==> config.mk <==
export PLATFORM = sky130hd
export DESIGN_NAME = lsu_memex
export DESIGN_NICKNAME = d
export VERILOG_FILES = /design/src/rtl/lsu_memex.sv
export SDC_FILE = /design/constraint.sdc
export NUM_CORES = 1
export LEC_CHECK = 0
export BUFFER_PORTS_ARGS = -buffer_cell sky130_fd_sc_hd__clkbuf_2
export CAP_MARGIN = 20
export CORE_MARGIN = 5
export CORE_UTILIZATION = 50
export DETAILED_ROUTE_END_ITERATION = 12
export PLACE_DENSITY = 0.86
export SYNTH_ARGS = -nofsm -noshare
export SYNTH_HDL_FRONTEND = slang
export SYNTH_SLANG_ARGS = --single-unit
==> constraint.sdc <==
create_clock -name clk -period 9.8 [get_ports clk]
set_input_delay 0.98 -clock clk [delete_from_list [all_inputs] [get_ports clk]]
set_output_delay 0.98 -clock clk [all_outputs]
set_load 0.005 [all_outputs]
==> src/rtl/lsu_memex.sv <==
// MEMEX-stage load/store unit: single-cycle ITCM stores, req/ack data-bus
// accesses with timeout, and aligned/extended load data back to writeback.
module lsu_memex #(
  parameter int unsigned TIMEOUT_CYCLES = 16
) (
  input  logic        clk,
  input  logic        rst,
  input  logic        invalid_MEMEX,
  input  logic        mem_re_MEMEX,
  input  logic        mem_we_MEMEX,
  input  logic        itcm_we_MEMEX,
  input  logic [31:0] alu_result_MEMEX,
  input  logic [1:0]  data_width_MEMEX,
  input  logic        lsu_sign_extend_MEMEX,
  input  logic [31:0] rs2_data_MEMEX,
  output logic        dbus_req,
  output logic        dbus_we,
  output logic [31:0] dbus_addr,
  output logic [31:0] dbus_wdata,
  output logic [3:0]  dbus_be,
  input  logic        dbus_ack,
  input  logic [31:0] dbus_rdata,
  output logic        itcm_we,
  output logic [31:0] itcm_addr,
  output logic [31:0] itcm_wdata,
  output logic [3:0]  itcm_be,
  output logic [31:0] load_data_MEMEX,
  output logic        lsu_stall,
  output logic        lsu_misaligned,
  output logic        lsu_fault
);

  typedef enum logic [1:0] {IDLE, BUSY, DONE} state_t;

  localparam logic [7:0] TO_LAST = 8'(TIMEOUT_CYCLES - 32'd1);

  state_t      state, state_nx;
  logic        access_valid;
  logic        misaligned_c;
  logic        issue_itcm;
  logic        issue_bus;
  logic        timeout_hit;
  logic [3:0]  be_c;
  logic [31:0] wdata_c;
  logic [31:0] word_addr_c;
  logic [1:0]  lat_addr_lo;
  logic [1:0]  lat_width;
  logic        lat_sign;
  logic [7:0]  cnt;
  logic [31:0] shifted;
  logic [31:0] load_ext;

  assign access_valid = !invalid_MEMEX & (mem_re_MEMEX | mem_we_MEMEX | itcm_we_MEMEX);
  assign word_addr_c  = {alu_result_MEMEX[31:2], 2'b00};

  always_comb begin
    misaligned_c = 1'b0;
    be_c         = 4'b1111;
    wdata_c      = rs2_data_MEMEX;
    case (data_width_MEMEX)
      2'b00: begin
        be_c    = 4'b0001 << alu_result_MEMEX[1:0];
        wdata_c = {4{rs2_data_MEMEX[7:0]}};
      end
      2'b01: begin
        misaligned_c = alu_result_MEMEX[0];
        be_c         = 4'b0011 << {alu_result_MEMEX[1], 1'b0};
        wdata_c      = {2{rs2_data_MEMEX[15:0]}};
      end
      2'b10:   misaligned_c = (alu_result_MEMEX[1:0] != 2'b00);
      default: misaligned_c = 1'b1;
    endcase
  end

  // ITCM outranks the data bus; among bus requests the store outranks the load.
  assign issue_itcm  = access_valid & !misaligned_c & itcm_we_MEMEX;
  assign issue_bus   = access_valid & !misaligned_c & !itcm_we_MEMEX &
                       (mem_we_MEMEX | mem_re_MEMEX);
  assign timeout_hit = (cnt == TO_LAST);

  always_ff @(posedge clk or posedge rst) begin
    if (rst) state <= IDLE;
    else     state <= state_nx;
  end

  always_comb begin
    state_nx       = state;
    lsu_stall      = 1'b0;
    lsu_misaligned = 1'b0;
    itcm_we        = 1'b0;
    itcm_addr      = '0;
    itcm_wdata     = '0;
    itcm_be        = '0;
    case (state)
      IDLE: begin
        if (access_valid && misaligned_c) begin
          lsu_misaligned = 1'b1;
        end else if (issue_itcm) begin
          itcm_we    = 1'b1;
          itcm_addr  = word_addr_c;
          itcm_wdata = wdata_c;
          itcm_be    = be_c;
        end else if (issue_bus) begin
          lsu_stall = 1'b1;
          state_nx  = BUSY;
        end
      end
      BUSY: begin
        lsu_stall = 1'b1;
        if (dbus_ack || timeout_hit) state_nx = DONE;
      end
      DONE:    state_nx = IDLE;
      default: state_nx = IDLE;
    endcase
  end

  // Lane select: lat_addr_lo is 0/2 for halves, so one shift serves all widths.
  always_comb begin
    shifted  = dbus_rdata >> {lat_addr_lo, 3'b000};
    load_ext = dbus_rdata;
    case (lat_width)
      2'b00:   load_ext = {{24{lat_sign & shifted[7]}}, shifted[7:0]};
      2'b01:   load_ext = {{16{lat_sign & shifted[15]}}, shifted[15:0]};
      default: load_ext = dbus_rdata;
    endcase
  end

  always_ff @(posedge clk or posedge rst) begin
    if (rst) begin
      dbus_req        <= 1'b0;
      dbus_we         <= 1'b0;
      dbus_addr       <= '0;
      dbus_wdata      <= '0;
      dbus_be         <= '0;
      load_data_MEMEX <= '0;
      lsu_fault       <= 1'b0;
      lat_addr_lo     <= '0;
      lat_width       <= '0;
      lat_sign        <= 1'b0;
      cnt             <= '0;
    end else begin
      lsu_fault <= 1'b0;
      case (state)
        IDLE: begin
          if (issue_bus) begin
            dbus_req    <= 1'b1;
            dbus_we     <= mem_we_MEMEX;
            dbus_addr   <= word_addr_c;
            dbus_wdata  <= wdata_c;
            dbus_be     <= be_c;
            lat_addr_lo <= alu_result_MEMEX[1:0];
            lat_width   <= data_width_MEMEX;
            lat_sign    <= lsu_sign_extend_MEMEX;
            cnt         <= '0;
          end
        end
        BUSY: begin
          if (dbus_ack) begin
            dbus_req <= 1'b0;
            if (!dbus_we) load_data_MEMEX <= load_ext;
          end else if (timeout_hit) begin
            dbus_req        <= 1'b0;
            lsu_fault       <= 1'b1;
            load_data_MEMEX <= '0;
          end else begin
            cnt <= cnt + 8'd1;
          end
        end
        default: ;
      endcase
    end
  end

endmodule

* Word-level counts from Yosys, hierarchy flattened *
Cells that the tools add are included.

storage, ports and cells
  bits in registers = 116
  word-level logic and storage cells = 95

cells by class
  $add $sub $neg = 1
  equality and inequality tests = 13
  shifts and indexed selects = 3
  muxes and demuxes = 41
  bitwise operators = 9
  reductions and logical operators = 16

operator list
  operator                                              count
  2-to-1 mux 32 bit                                     9
  case mux 32 bit (2 select lines)                      2
  >> shifter 32 x 5 -> 16 bit                           1
  2-to-1 mux 8 bit                                      3
  case mux 8 bit (2 select lines)                       1
  2-to-1 mux 1 bit                                      14
  != test 2 bit (second input constant)                 7
  2-to-1 mux 4 bit                                      3
  adder 8 x 1 -> 8 bit (second input constant)          1
  equality test 8 x 4 -> 1 bit (second input constant)  1
  2-to-1 mux 2 bit                                      4
  case mux 4 bit (2 select lines)                       1
  AND reduction 4 bit                                   2
  AND 1 bit                                             7
  equality test 2 x 1 -> 1 bit (second input constant)  3
  logical NOT 2 bit                                     3
  AND reduction 3 bit                                   2
  nonzero test 2 bit                                    3
  case mux 1 bit (2 select lines)                       2
  case mux 2 bit (2 select lines)                       1
  << shifter 1 x 2 -> 4 bit (first input constant)      1
  << shifter 2 x 2 -> 4 bit (first input constant)      1
  logical NOT 1 bit                                     3
  != test 3 bit (second input constant)                 1
  other kinds (6)                                       7

* Longest topological paths before layout *
  word-level depth = 10
  gate-level depth with buffers = 7
  depth with buffers taken out = 5

* Worst setup path after synthesis *
Ideal clock, no wire load.

  path kind = input port to output port
  start point = input alu_result_MEMEX[1]
  end point = output itcm_wdata[30]
  arrival time = 2.077 ns
  required time = 8.820 ns
  setup slack = 6.743 ns
  cell stages on the path = 6
  path through = nor3_1 -> or2_2 -> nand3_1 -> clkbuf_1 -> buf_1 -> nor2_1

between the ends
  word-level cells in the longest chain between the ends = 8
  elaborated cells between the ends (all ways) = 9

RTL lines
  what                                 RTL line  source
  from (decl)                          12        input logic [31:0] alu_result_MEMEX,
  nonzero test 2 bit (*)               70        2'b10: misaligned_c = (alu_result_MEMEX[1:0] != 2'b00);
  case mux 1 bit (3 select lines) (*)  60        case (data_width_MEMEX)
  logical NOT 1 bit                    76        assign issue_itcm = access_valid & !misaligned_c & itcm_we_MEMEX;
  AND 1 bit (2 in series)              76
  2-to-1 mux 32 bit                    98        end else if (issue_itcm) begin
  2-to-1 mux 32 bit (*)                96        if (access_valid && misaligned_c) begin
  2-to-1 mux 32 bit (*)                94        case (state)
  to (decl)                            25        output logic [31:0] itcm_wdata,

Every way passes the cells marked *; elsewhere a longest branch is shown, timed or not.

* Final worst setup path *
  start point = input data_width_MEMEX[1]
  end point = output itcm_addr[3]

between the ends
  word-level cells in the longest chain between the ends = 8
  elaborated cells between the ends (all ways) = 11

RTL lines
  what                                         RTL line  source
  from (decl)                                  13        input logic [1:0] data_width_MEMEX,
  equality test 2 bit (tied with other cells)  60
  case mux 1 bit (3 select lines) (*)          60
  logical NOT 1 bit                            76
  AND 1 bit (2 in series)                      76
  2-to-1 mux 32 bit                            98
  2-to-1 mux 32 bit (*)                        96
  2-to-1 mux 32 bit (*)                        94
  to (decl)                                    24        output logic [31:0] itcm_addr,

Marked as above.

==> impl_metrics.env <==
export IMPL_status="completed"
export IMPL_r2r_end="load_data_MEMEX[26]"
export IMPL_yosysMostFrequentCell="dfrtp_1"
export IMPL_min_path_cells=2
export IMPL_reg2reg_slack_ns=7.23
export IMPL_synth_top_area_cell="dfrtp_1"
export IMPL_crit_type="primary input to primary output"
export IMPL_placed_area_um2=7170
export IMPL_hpwl_um=13900
export IMPL_cp_cell_sequence="clkbuf_2, a21oi_1, or2_2, nand3_1, buf_4, inv_1, and2_1, clkbuf_2"
export IMPL_numClockSinks=116
export IMPL_fin_crit_sh=0.447
export IMPL_cts_hold_buf=0
export IMPL_hold_path_startpoint="dbus_be[3]"
export IMPL_root_buffer="clkbuf_16"
export IMPL_place_inst=944
export IMPL_final_cells=973
export IMPL_ios=280
export IMPL_p_per_area_nw_per_um2=226
export IMPL_cts_clk_slew_worst_paths_ns=0.05
export IMPL_setup_viol=0
export IMPL_rsz0062_at_grt="no"
export IMPL_leakagePower_nw=4.10
export IMPL_syn_inst=562
export IMPL_cp_slowest_cell="clkbuf_2"
export IMPL_startpoint_type="primary input"
export IMPL_fin_area_um2=7720
export IMPL_gp_congestion=0.893
export IMPL_hold_end="dbus_be[3]"
export IMPL_grt_antenna_before_repair=0
export IMPL_ys_warn_count=0
export IMPL_die_w_um=117
export IMPL_drtIter0Drc=439
export IMPL_layout_nets=929
export IMPL_clock_path_buffers=2
export IMPL_cp_depth=8
export IMPL_ys_flop_type="dfrtp_1"
export IMPL_ys_seq_area_frac=0.504
export IMPL_min_path_type="flip-flop to flip-flop"
export IMPL_slew_viol_final=0
export IMPL_critPathMaxFanout=39
export IMPL_path_common_cell="clkbuf_2"
export IMPL_grt_overflow=0
export IMPL_die_y_um=117
export IMPL_numPortBuffers=275
export IMPL_grt_total_usage=0.268
export IMPL_ctsResizeCount=0
export IMPL_crit_family="buffers and inverters"
export IMPL_synth_area_leaders="dfrtp_1, mux2_2, mux2i_1"
export IMPL_cp_slowest_stage_delay_ns=0.56
export IMPL_min_period_ns=4.38
export IMPL_final_antenna_net_count=0
export IMPL_cp_arrival_ns=3.40
export IMPL_vdd_ir_drop_max_uv=176
export IMPL_diodes=0
export IMPL_grt_max_degree=77
export IMPL_synth_top_cell_area_share=0.504
export IMPL_finalHoldWorstSlack_ns=0.477
export IMPL_multiInputGateArea_um2=2590
export IMPL_grt_first_pass_wirelength_um=29700
export IMPL_skew_ns=0.00702
export IMPL_slew_headroom=0.305
export IMPL_end_kind="primary output"
export IMPL_die_area_um2=13800
export IMPL_synthArstFlopShare=1.00
export IMPL_cts_tree="done"
export IMPL_yosys_top_cells_count="dfrtp_1, nand2_1, o21ai_0"
export IMPL_synth_edff_count=0
export IMPL_cts_buffers=17
export IMPL_cts_setup_buffers=0
export IMPL_yosysUniqueCellTypes=50
export IMPL_routed_via_density=5.59
export IMPL_via_count=5443
export IMPL_crit_buf_inv=4
export IMPL_regArea_um2=2900
export IMPL_setup_tns_ns=0
export IMPL_fmax_ghz=0.229
export IMPL_grt_pass1_vias=5635
export IMPL_nFillCells=903
export IMPL_drive_above_1_share=0.433
export IMPL_hold_viol=0
export IMPL_clk_insertion_delay_late_ns=0.40
export IMPL_firstDrtPassIters=5
export IMPL_h_tree_depth=4
export IMPL_rr_worst_depth=3
export IMPL_core_um2=11400
export IMPL_start_util=0.507
export IMPL_synth_cell_area_um2=5760
export IMPL_crit_reg2reg_launch="lat_addr_lo[1]"
export IMPL_tightest_slew_ns=1.04
export IMPL_ys_seq_elements=116
export IMPL_avgSynthCellArea_um2=10.3
export IMPL_routedWlPerCell_um=19.1
export IMPL_totalWireLength_um=18600
export IMPL_required_ns=8.82
export IMPL_num_rows=39
export IMPL_area_delta_synth_final_pct=34.0
export IMPL_drc=0
export IMPL_cap_viol_max_count=0
==> registers in the layout, indices dropped and copies added (netlist names), 2 cells and up <==
signal	count
dbus_wdata	32
cnt	8
lat_width	2
lat_addr_lo	2
load_data_MEMEX	32
state	2
dbus_addr	30
dbus_be	4
==> worst min-delay path, cell delays in order, from the launching register on <==
cell and delay [ns]:
dfrtp_1 0.34, nand2_1 0.04, o21ai_0 0.06
==> area by class of cell <==
class	count	area share
Clock buffer	22	0.0614
Inverter	20	0.0100
Multi-Input combinational cell	385	0.336
Tap cell	143	0.0232
Timing Repair Buffer	282	0.186
Sequential cell	116	0.376
Clock inverter	5	0.00713
==> kinds of logic after synthesis <==
family,count (synthesis),share of synthesized area
flops,116,0.504
mux,82,0.154
fa+ha+maj,1,0.00217
simple gates,169,0.144
other cells,1,0.000651
buf+inv,64,0.0491
xor+xnor,1,0.00152
compound gates,128,0.145
==> worst max path at each step <==
stage | startpoint | to | slack [ns]
global route | data_width_MEMEX[1] | itcm_addr[3] | 5.18
floorplan | rst | cnt[0] | 5.75
finish | data_width_MEMEX[1] | itcm_addr[3] | 5.42
detailed placement | data_width_MEMEX[1] | itcm_addr[3] | 5.48
CTS | data_width_MEMEX[1] | itcm_addr[3] | 5.47
global placement | data_width_MEMEX[1] | itcm_addr[14] | 5.60
==> report_power, final <==
| part | switching, W | internal [W] | total [W] |
|---|---|---|---|
| registers | 0.000103 | 0.000622 | 0.000724 |
| clock network | 0.000203 | 0.000360 | 0.000562 |
| logic | 0.000219 | 0.000237 | 0.000455 |
==> stage by stage <==
step	total power (W)	utilization	worst slack (ns)
6_report	0.00174	0.679	5.42
5_1_grt	0.00184	0.679	5.18
4_1_cts	0.00175	0.677	5.47
3_5_place_dp	0.00118	0.630	5.48
3_3_place_gp	0.00116	0.630	5.60
2_1_floorplan	0.000939	-	5.75
==> cell usage in the layout, fill, tap and decap left out, types with 7 or more instances in the layout <==
master,count
a21oi_1,21
a221o_1,16
and2_1,40
clkbuf_16,17
clkbuf_2,275
dfrtp_1,116
inv_1,19
mux2_2,43
mux2i_1,38
nand2_1,52
nand3_1,10
nor2_1,41
o21ai_0,49
o22ai_1,7
==> metal layers <==
layer	global-route usage	share of wire	vias up
met2	0.434	0.49	305
met4	0.148	0.047	0
met5	0	0	-
li1	-	-	2496
met1	0.310	0.37	2581
met3	0.0943	0.087	61
Note: power is estimated with default switching activity, not from simulation.
